## config.mk

```make
export PLATFORM = sky130hd
export DESIGN_NAME = b4to2_pending_encoder
export DESIGN_NICKNAME = d
export VERILOG_FILES = /design/src/rtl/b4to2_pending_encoder_pkg.sv /design/src/rtl/b4to2_pending_encoder_prio.sv /design/src/rtl/b4to2_pending_encoder.sv
export SDC_FILE = /design/constraint.sdc
export NUM_CORES = 1
export LEC_CHECK = 0
export ABC_AREA = 1
export CAP_MARGIN = 20
export CORE_AREA = 10 10 47 49
export DETAILED_ROUTE_END_ITERATION = 8
export DIE_AREA = 0 0 57 59
export HOLD_SLACK_MARGIN = 0.03
export SYNTH_ARGS = -nofsm -noshare
export SYNTH_HDL_FRONTEND = slang
export SYNTH_SLANG_ARGS = --single-unit
```

## constraint.sdc

```tcl
create_clock -name clock -period 1.5 [get_ports clock]
set_input_delay 0.15 -clock clock [delete_from_list [all_inputs] [get_ports clock]]
set_output_delay 0.15 -clock clock [all_outputs]
set_load 0.03 [all_outputs]
```

## src/rtl/b4to2_pending_encoder_pkg.sv

```systemverilog
// Shared constants and state encoding for the pending-request encoder.
// Optional round-robin selection is enabled by defining B4TO2_ROUND_ROBIN_EN.
package b4to2_pending_encoder_pkg;

   localparam int N_DEF = 4;
   localparam int W_DEF = 2;

   typedef enum logic {
      IDLE  = 1'b0,
      OFFER = 1'b1
   } state_e;

endpackage : b4to2_pending_encoder_pkg

```

## src/rtl/b4to2_pending_encoder_prio.sv

```systemverilog
// Combinational priority encoder: finds the first set bit of vector scanning
// upward from index start with wrap-around.
module b4to2_prio_encoder
   import b4to2_pending_encoder_pkg::*;
#(
   parameter int N = N_DEF,
   parameter int W = W_DEF
) (
   input  logic [N-1:0] vector,
   input  logic [W-1:0] start,
   output logic [W-1:0] index,
   output logic         found
);

   logic [W-1:0] idx;

   // Walk offsets from farthest to nearest so the nearest hit is written last.
   always_comb begin
      index = '0;
      found = 1'b0;
      idx   = '0;
      for (int i = N - 1; i >= 0; i--) begin
         idx = start + W'(i);
         if (vector[idx]) begin
            index = idx;
            found = 1'b1;
         end
      end
   end

endmodule : b4to2_prio_encoder

```

## src/rtl/b4to2_pending_encoder.sv

```systemverilog
// Buffers request pulses into a pending vector and offers one index at a time
// over valid/ready. Define B4TO2_ROUND_ROBIN_EN for rotating priority.
module b4to2_pending_encoder
   import b4to2_pending_encoder_pkg::*;
#(
   parameter int N = N_DEF,
   parameter int W = W_DEF
) (
   input  logic         clock,
   input  logic         reset,
   input  logic [N-1:0] x3_x0,
   output logic [W-1:0] z1_z0,
   output logic         valid,
   input  logic         ready,
   output logic [N-1:0] pend
);

   // Handshake: z1_z0 is transferred on a rising edge where valid and ready
   // are both 1; z1_z0 is stable while valid=1 and ready=0; ready is ignored
   // while valid=0.

   state_e       state_q, state_d;
   logic [N-1:0] pend_q, pend_d;
   logic [W-1:0] z_q, z_d;

   logic         hs;
   logic [N-1:0] served;
   logic [N-1:0] rem;
   logic [W-1:0] start;
   logic [W-1:0] sel_index;
   logic         sel_found;

   assign valid = (state_q == OFFER);
   assign z1_z0 = z_q;
   assign pend  = pend_q;

   always_comb begin
      hs     = valid & ready;
      served = '0;
      if (hs) begin
         served[z_q] = 1'b1;
      end
      rem    = pend_q & ~served;
      pend_d = rem | x3_x0;
   end

`ifdef B4TO2_ROUND_ROBIN_EN
   logic [W-1:0] ptr_q, ptr_d;

   // The scan after a handshake starts just past the index being served now.
   always_comb begin
      ptr_d = hs ? z_q : ptr_q;
      start = ptr_d + W'(1);
   end

   always_ff @(posedge clock) begin
      if (reset) begin
         ptr_q <= '1;
      end else begin
         ptr_q <= ptr_d;
      end
   end
`else
   assign start = '0;
`endif

   // In IDLE nothing is served, so rem equals the pending vector.
   b4to2_prio_encoder #(
      .N (N),
      .W (W)
   ) u_prio (
      .vector (rem),
      .start  (start),
      .index  (sel_index),
      .found  (sel_found)
   );

   always_comb begin
      state_d = state_q;
      z_d     = z_q;
      case (state_q)
         IDLE: begin
            if (sel_found) begin
               z_d     = sel_index;
               state_d = OFFER;
            end
         end
         OFFER: begin
            if (hs) begin
               if (sel_found) begin
                  z_d = sel_index;
               end else begin
                  state_d = IDLE;
               end
            end
         end
         default: state_d = IDLE;
      endcase
   end

   always_ff @(posedge clock) begin
      if (reset) begin
         state_q <= IDLE;
         pend_q  <= '0;
         z_q     <= '0;
      end else begin
         state_q <= state_d;
         pend_q  <= pend_d;
         z_q     <= z_d;
      end
   end

endmodule : b4to2_pending_encoder

```

After elaboration in Yosys (flattened, before gate mapping)
Index checks and enable logic that the tools add are counted.
{"block": "op_classes", "order_cmp": 2, "eq_ne": 1, "n_mux": 17, "bitwise_logic": 5, "n_reduce_logical": 1}
{"op": "2-to-1 mux 2 bit", "count": 6}
{"op": "2-to-1 mux 1 bit", "count": 7}
{"op": "AND 4 bit", "count": 1}
{"op": "2-to-1 mux 4 bit", "count": 1}
{"op": "NOT 4 bit", "count": 1}
{"op": "OR 4 bit", "count": 1}
{"op": "one-hot mux 2 bit (2 select lines)", "count": 1}
{"op": "less-than comparator 2 x 3 -> 1 bit, second input constant", "count": 1}
{"op": "demux 1 bit (select 2 bit)", "count": 1}
{"op": ">= comparator 2 x 1 -> 1 bit, second input constant", "count": 1}
{"op": "!= test 2 x 1 -> 1 bit, second input constant", "count": 1}
{"op": "one-hot mux 1 bit (2 select lines)", "count": 1}
{"op": "AND 1 bit", "count": 1}
{"op": "logical AND 1 bit", "count": 1}
{"op": "NOT 1 bit", "count": 1}
{"block": "word_totals", "regBits": 7, "inputBits": 7, "out_inout_bits": 7, "word_cells": 29}

Longest topological paths before layout
{"block": "depth", "ltp_word": 14, "depth_mapped": 11}

Hierarchy
A second synthesis with hierarchy kept.
{"block": "hier_totals", "hier_cells": 92, "area_unflattened_um2": 525.5}
{"mod": "b4to2_pending_encoder", "instances": 1, "cells_each": 48, "area_each_um2": 310.3, "seq_area_each_um2": 140.1}
{"mod": "b4to2_prio_encoder", "instances": 1, "cells_each": 44, "area_each_um2": 215.2, "seq_area_each_um2": 0.0}

Least setup slack after synthesis
OpenSTA, ideal clock, no wires.
{"block": "synth_path", "path_type": "reg-to-reg", "start": "register z_q[0], in the netlist z1_z0[0]", "end": "register z_q[0], in the netlist z1_z0[0]", "t_arrival_ns": 1.183, "setup_slack_ns": 0.205, "stages_incl_launch_ff": 12, "n_path_buf": 0, "synth_period_minus_slack_ns": 1.295, "path_cell_list": "dfxtp_1 -> inv_1 -> nor2_1 -> nand2_1 -> nand2_2 -> nand2_1 -> inv_1 -> nand2_1 -> nand2_1 -> nand2_1 -> nand2_1 -> nor2_1"}
{"block": "synth_via", "elab_chain_cells": 14, "word_cells_on_any_way": 19}
{"item": "start: declaration", "line_no": "b4to2_pending_encoder.sv:24", "rtl": "logic [W-1:0] z_q, z_d;"}
{"item": "start signal: assignment", "line_no": "b4to2_pending_encoder.sv:109", "rtl": "z_q <= z_d;"}
{"item": "less-than comparator 2 x 3 -> 1 bit (implied by the code) or >= comparator 2 x 1 -> 1 bit (tied branches)", "line_no": "b4to2_pending_encoder.sv:41", "rtl": "served[z_q] = 1'b1;"}
{"item": "logical AND 1 bit (implied by the code)", "line_no": "b4to2_pending_encoder.sv:41"}
{"item": "2-to-1 mux 1 bit (implied by the code)", "line_no": "b4to2_pending_encoder.sv:41"}
{"item": "demux 1 bit (select 2 bit)", "line_no": "b4to2_pending_encoder.sv:41"}
{"item": "2-to-1 mux 4 bit", "line_no": "b4to2_pending_encoder.sv:40", "rtl": "if (hs) begin"}
{"item": "NOT 4 bit", "line_no": "b4to2_pending_encoder.sv:43", "rtl": "rem = pend_q & ~served;"}
{"item": "AND 4 bit", "line_no": "b4to2_pending_encoder.sv:43"}
{"item": "2-to-1 mux 2 bit or 2-to-1 mux 1 bit (tied branches) (4 in a row)", "line_no": "b4to2_pending_encoder_prio.sv:24", "rtl": "if (vector[idx]) begin"}
{"item": "2-to-1 mux 2 bit *", "line_no": "b4to2_pending_encoder.sv:83, b4to2_pending_encoder.sv:90"}
{"item": "2-to-1 mux 2 bit", "line_no": "b4to2_pending_encoder.sv:89", "rtl": "if (hs) begin"}
{"item": "one-hot mux 2 bit (2 select lines) *", "line_no": "b4to2_pending_encoder.sv:81", "rtl": "case (state_q)"}
Mark *: on every way between the ends. The rest lies on a longest branch, timed or not. The select of a mux whose other input is x is not followed.
A chain may end at the register's enable or synchronous reset.

Final worst setup path
{"block": "layout_path", "start": "register state_q, in the netlist valid", "end": "output valid"}
{"item": "start: declaration", "line_no": "b4to2_pending_encoder.sv:22", "rtl": "state_e state_q, state_d;"}
{"item": "start signal: assignment", "line_no": "b4to2_pending_encoder.sv:107", "rtl": "state_q <= state_d;"}
{"item": "end: declaration", "line_no": "b4to2_pending_encoder.sv:13", "rtl": "output logic valid,"}
No word-level cell between the ends.

==> results.md <==
* Outcome: completed
* P_leak at 0.261 nW
* Syn avg cell area at ~6.3 µm²
* Worst-case clock buffer depth at 2
* Synthesized Nets at 61
* Flops & latches, synth at 7
* Clk Latency, worst-skew pair at about 250 ps
* Syn Std Cell Area at between 300 and 400 µm²
* TritonCTS clock tree: built
* Flop pwr share at 0.406
* Post-Synth Adder-Cell Area at 0
* Top cell type's share of synthesized area at 0.413
* # DRC at 0
* Final Hold Violating Endpoints at 0
* Layout cell share with drive strength beyond 1 at 0.127
* Worst path slowest cell: clkdlybuf4s50_1
* Peak VDD IR at 0.478 mV
* Pwr/cell area at just over 1000 nW/µm²
* WL final at between 700 and 800 µm
* Delay-heaviest family, CP: buffers and inverters
* Final setup margin at 63.6 ps
* Setup TNS at 0 ps
* Post-CTS Hold Buffers at 0
* Hold slack at roughly 440 ps
* Core area at 1400 µm²
* Post-CTS setup buffers at 0
* Synth Area in Compound Gates at 0.0775
* First-pass GRT wire length at approximately 1.3 mm
* IO Count at 14
* Clock power share at 0.319
* IO buf count at 13
* Worst Max-Slew Pin Slew at 321 ps
* Ant. Diodes at 0
* 1st-iter DRT viols at 2
* Per-cell routed wire length at between 8 and 9 µm
* Dpl ws at between 20 and 30 ps
* CTS clk-pin slew, worst paths at 50 ps
* Final setup viols at 0
* Synthesized instance count at 54
* CP Max Fanout at 3
* GRT Total Usage at 0.0480
* Initial Utilization at 0.242
* GPL Wtd Cong at approximately 0.77
* P_int at 0.367 mW
* Synth warn at 0
* Final net count at a little under 80
* Sequential area share after synthesis at 0.413
* CP Capture Type: primary output
* # rows at 14
* Slew HR at 0.786
* Initial antenna violation count at 0
* CP Class: register to primary output
* Root buf cell: clkbuf_4
* Critical path startpoint category: register
* Routed vias at roughly 350
* Resized Gates After CTS at 1
* CP required at 1350 ps
* Routed Antenna Nets at 0
* Fin. max-slew vios at 0
* Layout area overhead at 52.4%
* Die X at ~57 µm
* Simple-gate share of the synthesized area at 0.399
* Mux cell area share after synthesis at 0
* Fmax at ~0.7 GHz
* P_sw at 0.166 mW
* Die Y-Extent at 59 µm
* Max-Cap Viols at 0
* Worst min-delay path category: input pin to register
* WP data arrival at roughly 1300 ps
* Period utilisation layout at 0.958
* CP bufs+invs at 1
* CTS H-tree depth at 1
* Number of global-route vias before repair at about 330
* Die ar. at 3360 µm²
* Sw Share at 0.312
* Combinational share of power at 0.275
* Synth area leaders: dfxtp_1 41%, nor2_1 17%, nand2_1 12%, inv_1 11%, nor2_2 7.4%
* Critical-path cell list: clkdlybuf4s50_1
* Largest net degree at the start of global routing at 7
* XOR/XNOR Fraction of Synth Area at 0
* Most frequent cells in the layout: 15 x nor2_1, 11 x nand2_1, 11 x clkdlybuf4s50_1, 10 x inv_1, 7 x dfxtp_1
* Synth cell types at 9
* Area leader, netlist: dfxtp_1
* Clock buffer count from CTS at 3
* Commonest non-fill, non-tap cell in the layout: nor2_1
* TritonRoute pass-1 iters at 2
* Gr ovfl total at 0
* CTS sink cnt at 7
* Unrepaired setup endpoints after global routing: false
* HPWL Detailed at 647 µm
* Combinational family with the most area after synthesis: simple AND/OR/NAND/NOR gates
* Fin crit period at roughly 1400 ps
* Critical Path Max Stage Delay at ~690 ps
* Final Skew at roughly 4.5 ps
* Drt via density at approximately 4.0
-- logic make-up (layout without fill, tap and decap cells) --
family                 after synthesis  in the layout
AOI/OAI and AO/OA                    5              5
and+or+nand+nor                     32             32
DFF                                  7              7
buffers and inverters               10             27
-- final timing paths --
path	start	endpoint	slack [ps]	cells past startpoint
setup reg to reg	z1_z0[1]$_SDFFE_PP0P_	z1_z0[0]$_SDFFE_PP0P_	330	9
hold / removal	x3_x0[1]	pend[1]$_SDFF_PP0_	440	3
setup / recovery	valid$_SDFF_PP0_	valid	60	1
hold reg to reg	pend[1]$_SDFF_PP0_	pend[1]$_SDFF_PP0_	490	2
-- cell type report --
cell class	instances	area [µm²]
multi-input cells	37	161
clock buffers	4	26.3
inverters	10	37.5
fillers	163	885
well taps	16	20.0
repair buffers	13	131
flip-flops and latches	7	140
-- layer usage --
metal / routed length, µm / global-route usage
met5: 0 / 0
met4: 0 / 0.0101
met3: 91 / 0.0536
met2: 338 / 0.0744
met1: 339 / 0.0417
-- cell usage after synthesis (all sizes together) --
cell,n
inv,10
nand2,13
dfxtp,7
nor2,19
a21oi,2
o21ai,2
a31oi,1
-- power by group through the flow --
| stage | logic, mW | clock network [mW] | registers [mW] |
|---|---|---|---|
| 6_report | 0.147 | 0.170 | 0.216 |
| 5_1_grt | 0.162 | 0.199 | 0.219 |
| 4_1_cts | 0.150 | 0.180 | 0.217 |
| 3_5_place_dp | 0.151 | 0 | 0.221 |
| 3_3_place_gp | 0.150 | 0 | 0.221 |
| 2_1_floorplan | 0.0575 | 0 | 0.252 |
-- flip-flops by register name, summed over array words and instances, names as in the netlist --
signal,count
z1_z0,2
valid,1
pend,4
-- through the flow --
| stage | total power [mW] | utilization | std cells | cell area (µm²) |
|---|---|---|---|---|
| after floorplan | 0.310 | - | 54 | 339 |
| after global placement | 0.371 | 0.349 | 83 | 489 |
| after detailed placement | 0.372 | 0.349 | 83 | 489 |
| after CTS | 0.547 | 0.367 | 87 | 514 |
| after global routing | 0.579 | 0.369 | 87 | 517 |
| final | 0.533 | 0.369 | 87 | 517 |
Power figures use the tool's default switching activity.
